<file path="config.mk">
export PLATFORM = sky130hd
export DESIGN_NAME = count_sequencer
export DESIGN_NICKNAME = d
export VERILOG_FILES = /design/src/rtl/count_sequencer.sv
export SDC_FILE = /design/constraint.sdc
export NUM_CORES = 1
export LEC_CHECK = 0
export CAP_MARGIN = 20
export CORE_ASPECT_RATIO = 1.5
export CORE_UTILIZATION = 40
export CTS_CLUSTER_SIZE = 14
export DETAILED_ROUTE_END_ITERATION = 6
export PLACE_DENSITY = 0.66
export SLEW_MARGIN = 0
export SYNTH_ARGS = -nofsm -noshare
export SYNTH_HDL_FRONTEND = slang
export SYNTH_SLANG_ARGS = --single-unit
</file>
<file path="constraint.sdc">
create_clock -name mclk -period 3.94 [get_ports mclk]
set_input_delay 0.394 -clock mclk [delete_from_list [all_inputs] [get_ports mclk]]
set_output_delay 0.394 -clock mclk [all_outputs]
set_load 0.01 [all_outputs]
</file>
<file path="src/rtl/count_sequencer.sv">
// Round-robin sequencer that drives a mod-20 up/down counter for two requesters.
// Optional stall input `pause` is compiled in when CNT_SEQ_PAUSE_EN is defined.
module count_sequencer (
    input  logic       mclk,
    input  logic       reset,
    input  logic       req_a,
    input  logic       dir_a,
    input  logic [4:0] len_a,
    input  logic       req_b,
    input  logic       dir_b,
    input  logic [4:0] len_b,
`ifdef CNT_SEQ_PAUSE_EN
    input  logic       pause,
`endif
    output logic       start,
    output logic       ud,
    output logic [1:0] grant,
    output logic       busy,
    output logic       done_a,
    output logic       done_b,
    output logic [4:0] pos
);

    typedef enum logic [1:0] {
        StIdle   = 2'd0,
        StRun    = 2'd1,
        StFinish = 2'd2,
        StRst    = 2'd3
    } state_e;

    state_e     state_q, state_d;
    logic       dir_r, dir_d;
    logic [4:0] rem, rem_d;
    logic [1:0] grant_q, grant_d;
    logic       last_b, last_b_d;
    logic [4:0] pos_q, pos_d;
    logic       pick_b;
    logic       hold;
    logic [4:0] pos_step;

`ifdef CNT_SEQ_PAUSE_EN
    assign hold = pause;
`else
    assign hold = 1'b0;
`endif

    // Requester not served last wins a tie; last_b=1 means B was served last.
    assign pick_b = req_b && (!req_a || !last_b);

    always_comb begin
        if (dir_r) begin
            pos_step = (pos_q == 5'd0) ? 5'd19 : pos_q - 5'd1;
        end else begin
            pos_step = (pos_q == 5'd19) ? 5'd0 : pos_q + 5'd1;
        end
    end

    always_comb begin
        state_d  = state_q;
        dir_d    = dir_r;
        rem_d    = rem;
        grant_d  = grant_q;
        last_b_d = last_b;
        pos_d    = pos_q;
        case (state_q)
            StIdle, StRst: begin
                state_d = StIdle;
                grant_d = 2'b00;
                if (req_a || req_b) begin
                    dir_d   = pick_b ? dir_b : dir_a;
                    rem_d   = pick_b ? len_b : len_a;
                    grant_d = {pick_b, !pick_b};
                    if (rem_d != 5'd0) begin
                        state_d = StRun;
                    end else begin
                        state_d  = StFinish;
                        last_b_d = pick_b;
                    end
                end
            end
            StRun: begin
                if (!hold) begin
                    rem_d = rem - 5'd1;
                    pos_d = pos_step;
                    if (rem == 5'd1) begin
                        state_d  = StFinish;
                        last_b_d = grant_q[1];
                    end
                end
            end
            StFinish: begin
                state_d = StIdle;
                grant_d = 2'b00;
            end
            default: state_d = StIdle;
        endcase
    end

    always_ff @(posedge mclk) begin
        if (reset) begin
            state_q <= StIdle;
            dir_r   <= 1'b0;
            rem     <= 5'd0;
            grant_q <= 2'b00;
            last_b  <= 1'b1;
            pos_q   <= 5'd0;
        end else begin
            state_q <= state_d;
            dir_r   <= dir_d;
            rem     <= rem_d;
            grant_q <= grant_d;
            last_b  <= last_b_d;
            pos_q   <= pos_d;
        end
    end

    // Outputs decode registered state; pause only gates start while running.
    assign start  = (state_q == StRun) && !hold;
    assign ud     = (state_q == StRun) && dir_r;
    assign grant  = ((state_q == StRun) || (state_q == StFinish)) ? grant_q : 2'b00;
    assign busy   = (state_q == StRun) || (state_q == StFinish);
    assign done_a = (state_q == StFinish) && grant_q[0];
    assign done_b = (state_q == StFinish) && grant_q[1];
    assign pos    = pos_q;

endmodule

</file>
==> results of run 1 <==
metal layers:
metal	vias up	GRT usage (%)
met5	-	0
met1	542	21.0
met2	34	35.6
li1	581	-
met4	0	8.09
met3	4	3.13
report_power, final:
part / leakage, nW / total (mW) / internal, mW / switching (mW)
logic: 0.415 / 0.654 / 0.323 / 0.331
registers: 0.132 / 0.328 / 0.229 / 0.0989
clock network: 0.0288 / 0.146 / 0.0886 / 0.0573
through the flow:
step / cells / hold slack, ns / setup slack [ns] / total power [mW] / util [%]
after floorplan: 148 / 0.453 / 2.15 / 0.789 / -
after detailed placement: 206 / 0.473 / 1.67 / 0.985 / 53.4
after global routing: 210 / 0.515 / 1.33 / 1.23 / 55.4
final: 210 / 0.481 / 1.48 / 1.13 / 55.4
after CTS: 210 / 0.483 / 1.48 / 1.13 / 55.4
after global placement: 206 / 0.466 / 1.70 / 0.972 / 53.4
cells in the final DEF (no fill, tap or decap), types with 2 or more instances in the layout:
cell type        synthesis  layout
a22oi_1                  4       4
nand2b_1                 5       5
and2_2                   2       2
a21oi_1                 16      16
mux2i_1                  4       4
nand2_1                  6       6
nor2b_1                  6       6
clkbuf_8                 1       4
a211o_1                  2       2
nor2_1                  15      15
a21boi_0                 3       3
dfxtp_1                 16      16
inv_1                   11      11
clkdlybuf4s50_1          0      27
o21ai_0                  6       6
mux2_2                   3       3
or4_1                    2       2
or4b_2                   2       2
and2_1                   5       5
ha_1                     7       7
a211oi_1                 6       6
registers in the layout, summed over array words and instances, names as in the netlist:
register and flops:
state_q 2, last_b 1, grant_q 2, dir_r 1, pos 5, rem 5
area by class of cell:
type	instances	area [sq um]
Inverter	11	41.3
Sequential cell	16	320
Multi-Input combinational cell	114	774
Clock buffer	4	55.1
Timing Repair Buffer	28	278
Tap cell	37	46.3
Fill cell	254	1220
worst paths after layout:
kind / start / endpoint / slack [ns]
setup / recovery: state_q[0] / ud / 1.48
hold / removal: state_q[1] / state_q[1] / 0.48
setup reg to reg: state_q[1] / state_q[0] / 1.87
hold reg to reg: state_q[1] / state_q[1] / 0.48
critical path, cell delays in order (launching register included):
cell	delay (ns)
dfxtp_1	0.38
ha_1	0.47
inv_1	0.26
nor2_1	0.16
clkdlybuf4s50_1	0.54
kinds of logic after synthesis:
logic type,after synthesis
buffers and inverters,18
AO/OA/AOI/OAI,46
XOR/XNOR,2
AND/OR/NAND/NOR,52
multiplexers,7
flip-flops,16
adder cells (fa/ha/maj),7
==> out/qor.yml, run 1 <==
routing:
  via_per_inst: 5.53
  wl_met1_microns: 1190
  vias: 1161
  drtIter0Drc: 16
  routedWlPerCell_microns: 13.3
  wl_met3_microns: 100
  dr.pass1.iters: 5
  met2WireLength_microns: 1470
  drtAntennaViolNets: 0
  routed_wl_microns: 2790
  highest_layer: "met4"
  drc: 0
setup_path:
  worstSetupPathType: "reg2out"
  startpoint_type: "flip-flop"
  critPathCaptureType: "output pin"
  critPathArrivalTime_ns: 2.07
  crit_fanout: 16
  reg2reg_depth: 6
  cp_data_required_time_ns: 3.55
sta:
  fmax_ghz: 0.406
  post-route-period-util_pct: 62.5
  grt_setup_unrepaired: "false"
  hold_violations: 0
  relSlewSlack_pct: 55.4
  fin_crit_ns: 2.46
  clock_skew_ns: 0.00255
  slew_viol_final: 0
  setup-tns-final_ns: 0
  setup_violations: 0
  worst_slew_pin_slew_ns: 0.667
floorplanning:
  fp.dieH_microns: 68.5
  die-area_sq_um: 3180
  core_area_sq_um: 2730
  start_util_pct: 43.2
  die_w_microns: 46.3
  ioPinCount: 28
  rows: 23
outcome:
  status: "completed"
synthesis:
  synth_top_family_by_area: "compound AO/OA/AOI/OAI gates"
  synthMuxAreaShare_pct: 6.26
  yosysTopAreaCellShare_pct: 27.1
  synth_warnings: 0
  ys_top_cells_by_area: "dfxtp_1 27%, ha_1 7.4%, a21oi_1 6.8%"
  yosysUniqueCellTypes: 43
  ys_top_cells_by_count: "16 x a21oi_1, 16 x dfxtp_1, 15 x nor2_1"
  synthAdderAreaFrac_pct: 7.42
  synth-seq-cells: 16
  synth-simple-area-share_pct: 25.2
  ys_seq_area_share_pct: 27.1
  avgSynthCellArea_sq_um: 7.97
  netlist_area_sq_um: 1180
  synth-edff-count: 0
  synthesis.nets: 171
  synthCells: 148
  yosys.area.top_type: "dfxtp_1"
  yosys.area_share.xor_xnor_pct: 1.48
  async_flop_share_pct: 0
  synthFlopType: "dfxtp_1"
  synth-compound-area-share_pct: 25.2
global_routing:
  grt_pass1_wl_microns: 4550
  grt_max_degree: 19
  grt.overflow.total: 0
  antenna_found_initial: 0
  grt_pass1_vias: 1076
  grt.total_usage_pct: 19.4
placed_design:
  port-buffer-count: 27
  placed_cell_area_sq_um: 1460
  place_hpwl_microns: 2120
  place.gp.congestion: 0.872
power:
  leakage_nw: 0.576
  peakVddDrop_uv: 432
  power_density_nw_per_um2: 744
clocking:
  cts_resized: 0
  cts_root_buf: "clkbuf_8"
  cts_tree: "yes"
  cts_setup_buffers: 0
  clock_sinks: 16
  path_clk_slew_ns: 0.07
  postCtsHoldBufs: 0
  worst_skew_pair.late_latency_ns: 0.25
  clk_path_buf_depth: 2
  cts_max_level: 1
  cts_buffers: 3
cells_and_area:
  layout-drive-gt1-share_pct: 7.51
  synthToLayoutAreaGrowth_pct: 28.4
  design_area_sq_um: 1520
  diodes: 0
  finalNetCount: 197
run:
  maxCapViolations: 0
worst_hold_path:
  worstHoldPathType: "reg2reg"
  whs_path_depth: 2
Note: power is estimated with default switching activity, not from simulation.
==> run 2: changes to the inputs <==
==> constraint.sdc (replaced) <==
create_clock -name mclk -period 2.3 [get_ports mclk]
set_input_delay 0.23 -clock mclk [delete_from_list [all_inputs] [get_ports mclk]]
set_output_delay 0.23 -clock mclk [all_outputs]
set_load 0.01 [all_outputs]
==> run 2 against run 1 <==
Compared with the run above: die area unchanged; design area up 0.58%; critical path type unchanged; highest routed layer unchanged; via count up 0.60%; first-iteration DRC count up 6.3%; sequential power up 69%; sequential share of layout area down 0.12 points; cell count up 0.95%; worst setup slack worse by 1.2 ns.
==> out/qor.yml, run 2 (synthesis results as in run 1) <==
sta:
  worst_slew_pin_slew_ns: 0.678
  post-route-period-util_pct: 89.1
  grt_setup_unrepaired: "false"
  fmax_ghz: 0.488
  setup_violations: 0
  clock_skew_ns: 0.00761
  finalWorstSetupSlack_ns: 0.251
  hold_violations: 0
  setup-tns-final_ns: 0
  relSlewSlack_pct: 54.7
  slew_viol_final: 0
  fin_crit_ns: 2.05
placed_design:
  placed_cell_area_sq_um: 1480
  place.gp.congestion: 0.808
  port-buffer-count: 27
  place_hpwl_microns: 2160
  place_ws_ns: 0.155
floorplanning:
  die_w_microns: 46.3
  rows: 23
  die-area_sq_um: 3180
  start_util_pct: 43.2
  ioPinCount: 28
  fp.dieH_microns: 68.5
  core_area_sq_um: 2730
clocking:
  cts_root_buf: "clkbuf_8"
  cts_setup_buffers: 0
  postCtsHoldBufs: 0
  cts_tree: "yes"
  worst_skew_pair.late_latency_ns: 0.25
  cts_resized: 0
  cts_max_level: 1
  clock_sinks: 16
  cts_buffers: 3
  clk_path_buf_depth: 2
  path_clk_slew_ns: 0.07
global_routing:
  grt_pass1_vias: 1097
  grt.overflow.total: 0
  grt_pass1_wl_microns: 4610
  grt.total_usage_pct: 20.2
  antenna_found_initial: 0
  grt_max_degree: 19
routing:
  drtAntennaViolNets: 0
  routedWlPerCell_microns: 13.3
  dr.pass1.iters: 4
  routed_wl_microns: 2820
  drc: 0
  drtIter0Drc: 17
  vias: 1168
  via_per_inst: 5.51
cells_and_area:
  synthToLayoutAreaGrowth_pct: 29.2
  diodes: 0
  mostFrequentLayoutCell: "clkdlybuf4s50_1"
  finalNetCount: 200
  design_area_sq_um: 1520
  mostFrequentLayoutCells: "27 x clkdlybuf4s50_1, 16 x a21oi_1, 16 x dfxtp_1, 15 x nor2_1, 11 x inv_1"
  layout-drive-gt1-share_pct: 8.57
power:
  peakVddDrop_uv: 578
  leakage_nw: 0.583
  power_density_nw_per_um2: 1270
worst_hold_path:
  worstHoldPathType: "reg2reg"
setup_path:
  cp_data_required_time_ns: 2.07
  worstSetupPathType: "reg2out"
  critPathArrivalTime_ns: 1.82
  startpoint_type: "flip-flop"
  critPathCaptureType: "output pin"
  crit_fanout: 9
run:
  maxCapViolations: 0
outcome:
  status: "completed"
==> run 2: per-layer routing <==
layer	track usage, %	vias up	part of all wire [%]
met4	11.0	0	2.0
met2	37.0	37	53
met3	2.34	4	3.8
li1	-	586	-
met1	21.4	541	41
met5	0	-	0
==> run 2: path summary, 6_finish.rpt <==
| kind | start | end | slack (ns) | depth (start not counted) |
|---|---|---|---|---|
| worst max-delay path | state_q[1] | ud | 0.25 | 5 |
| worst min-delay path | state_q[1] | state_q[1] | 0.50 | 2 |
| worst max register to register | state_q[0] | state_q[0] | 0.30 | 5 |
| worst min register to register | state_q[1] | state_q[1] | 0.50 | 2 |
==> run 2: area by class of cell <==
class / instances / area, sq um
clock buffer: 3 / 41.3
fill: 276 / 1210
inverter: 11 / 41.3
multi-input combinational: 114 / 774
sequential: 16 / 320
tap: 37 / 46.3
timing repair buffer: 31 / 300
==> run 2: stage by stage <==
step	util, %	cells	power (mW)	hold slack (ns)
finish	55.7	212	1.93	0.499
global route	55.7	212	2.10	0.521
CTS	55.7	212	1.94	0.494
detailed placement	54.2	209	1.72	0.485
global placement	54.2	209	1.69	0.472
floorplan	-	148	1.35	0.438
==> run 2: critical path, stage by stage, from the launching register on <==
cell,delay [ns]
dfxtp_1,0.33
inv_1,0.08
ha_1,0.34
inv_1,0.13
nor2_1,0.13
clkdlybuf4s50_1,0.54
==> run 2: where the power goes <==
part	leakage, nW	internal [mW]	total, mW	switching, mW
combinational	0.430	0.581	1.16	0.580
clock	0.0216	0.116	0.216	0.0994
sequential	0.132	0.392	0.555	0.163
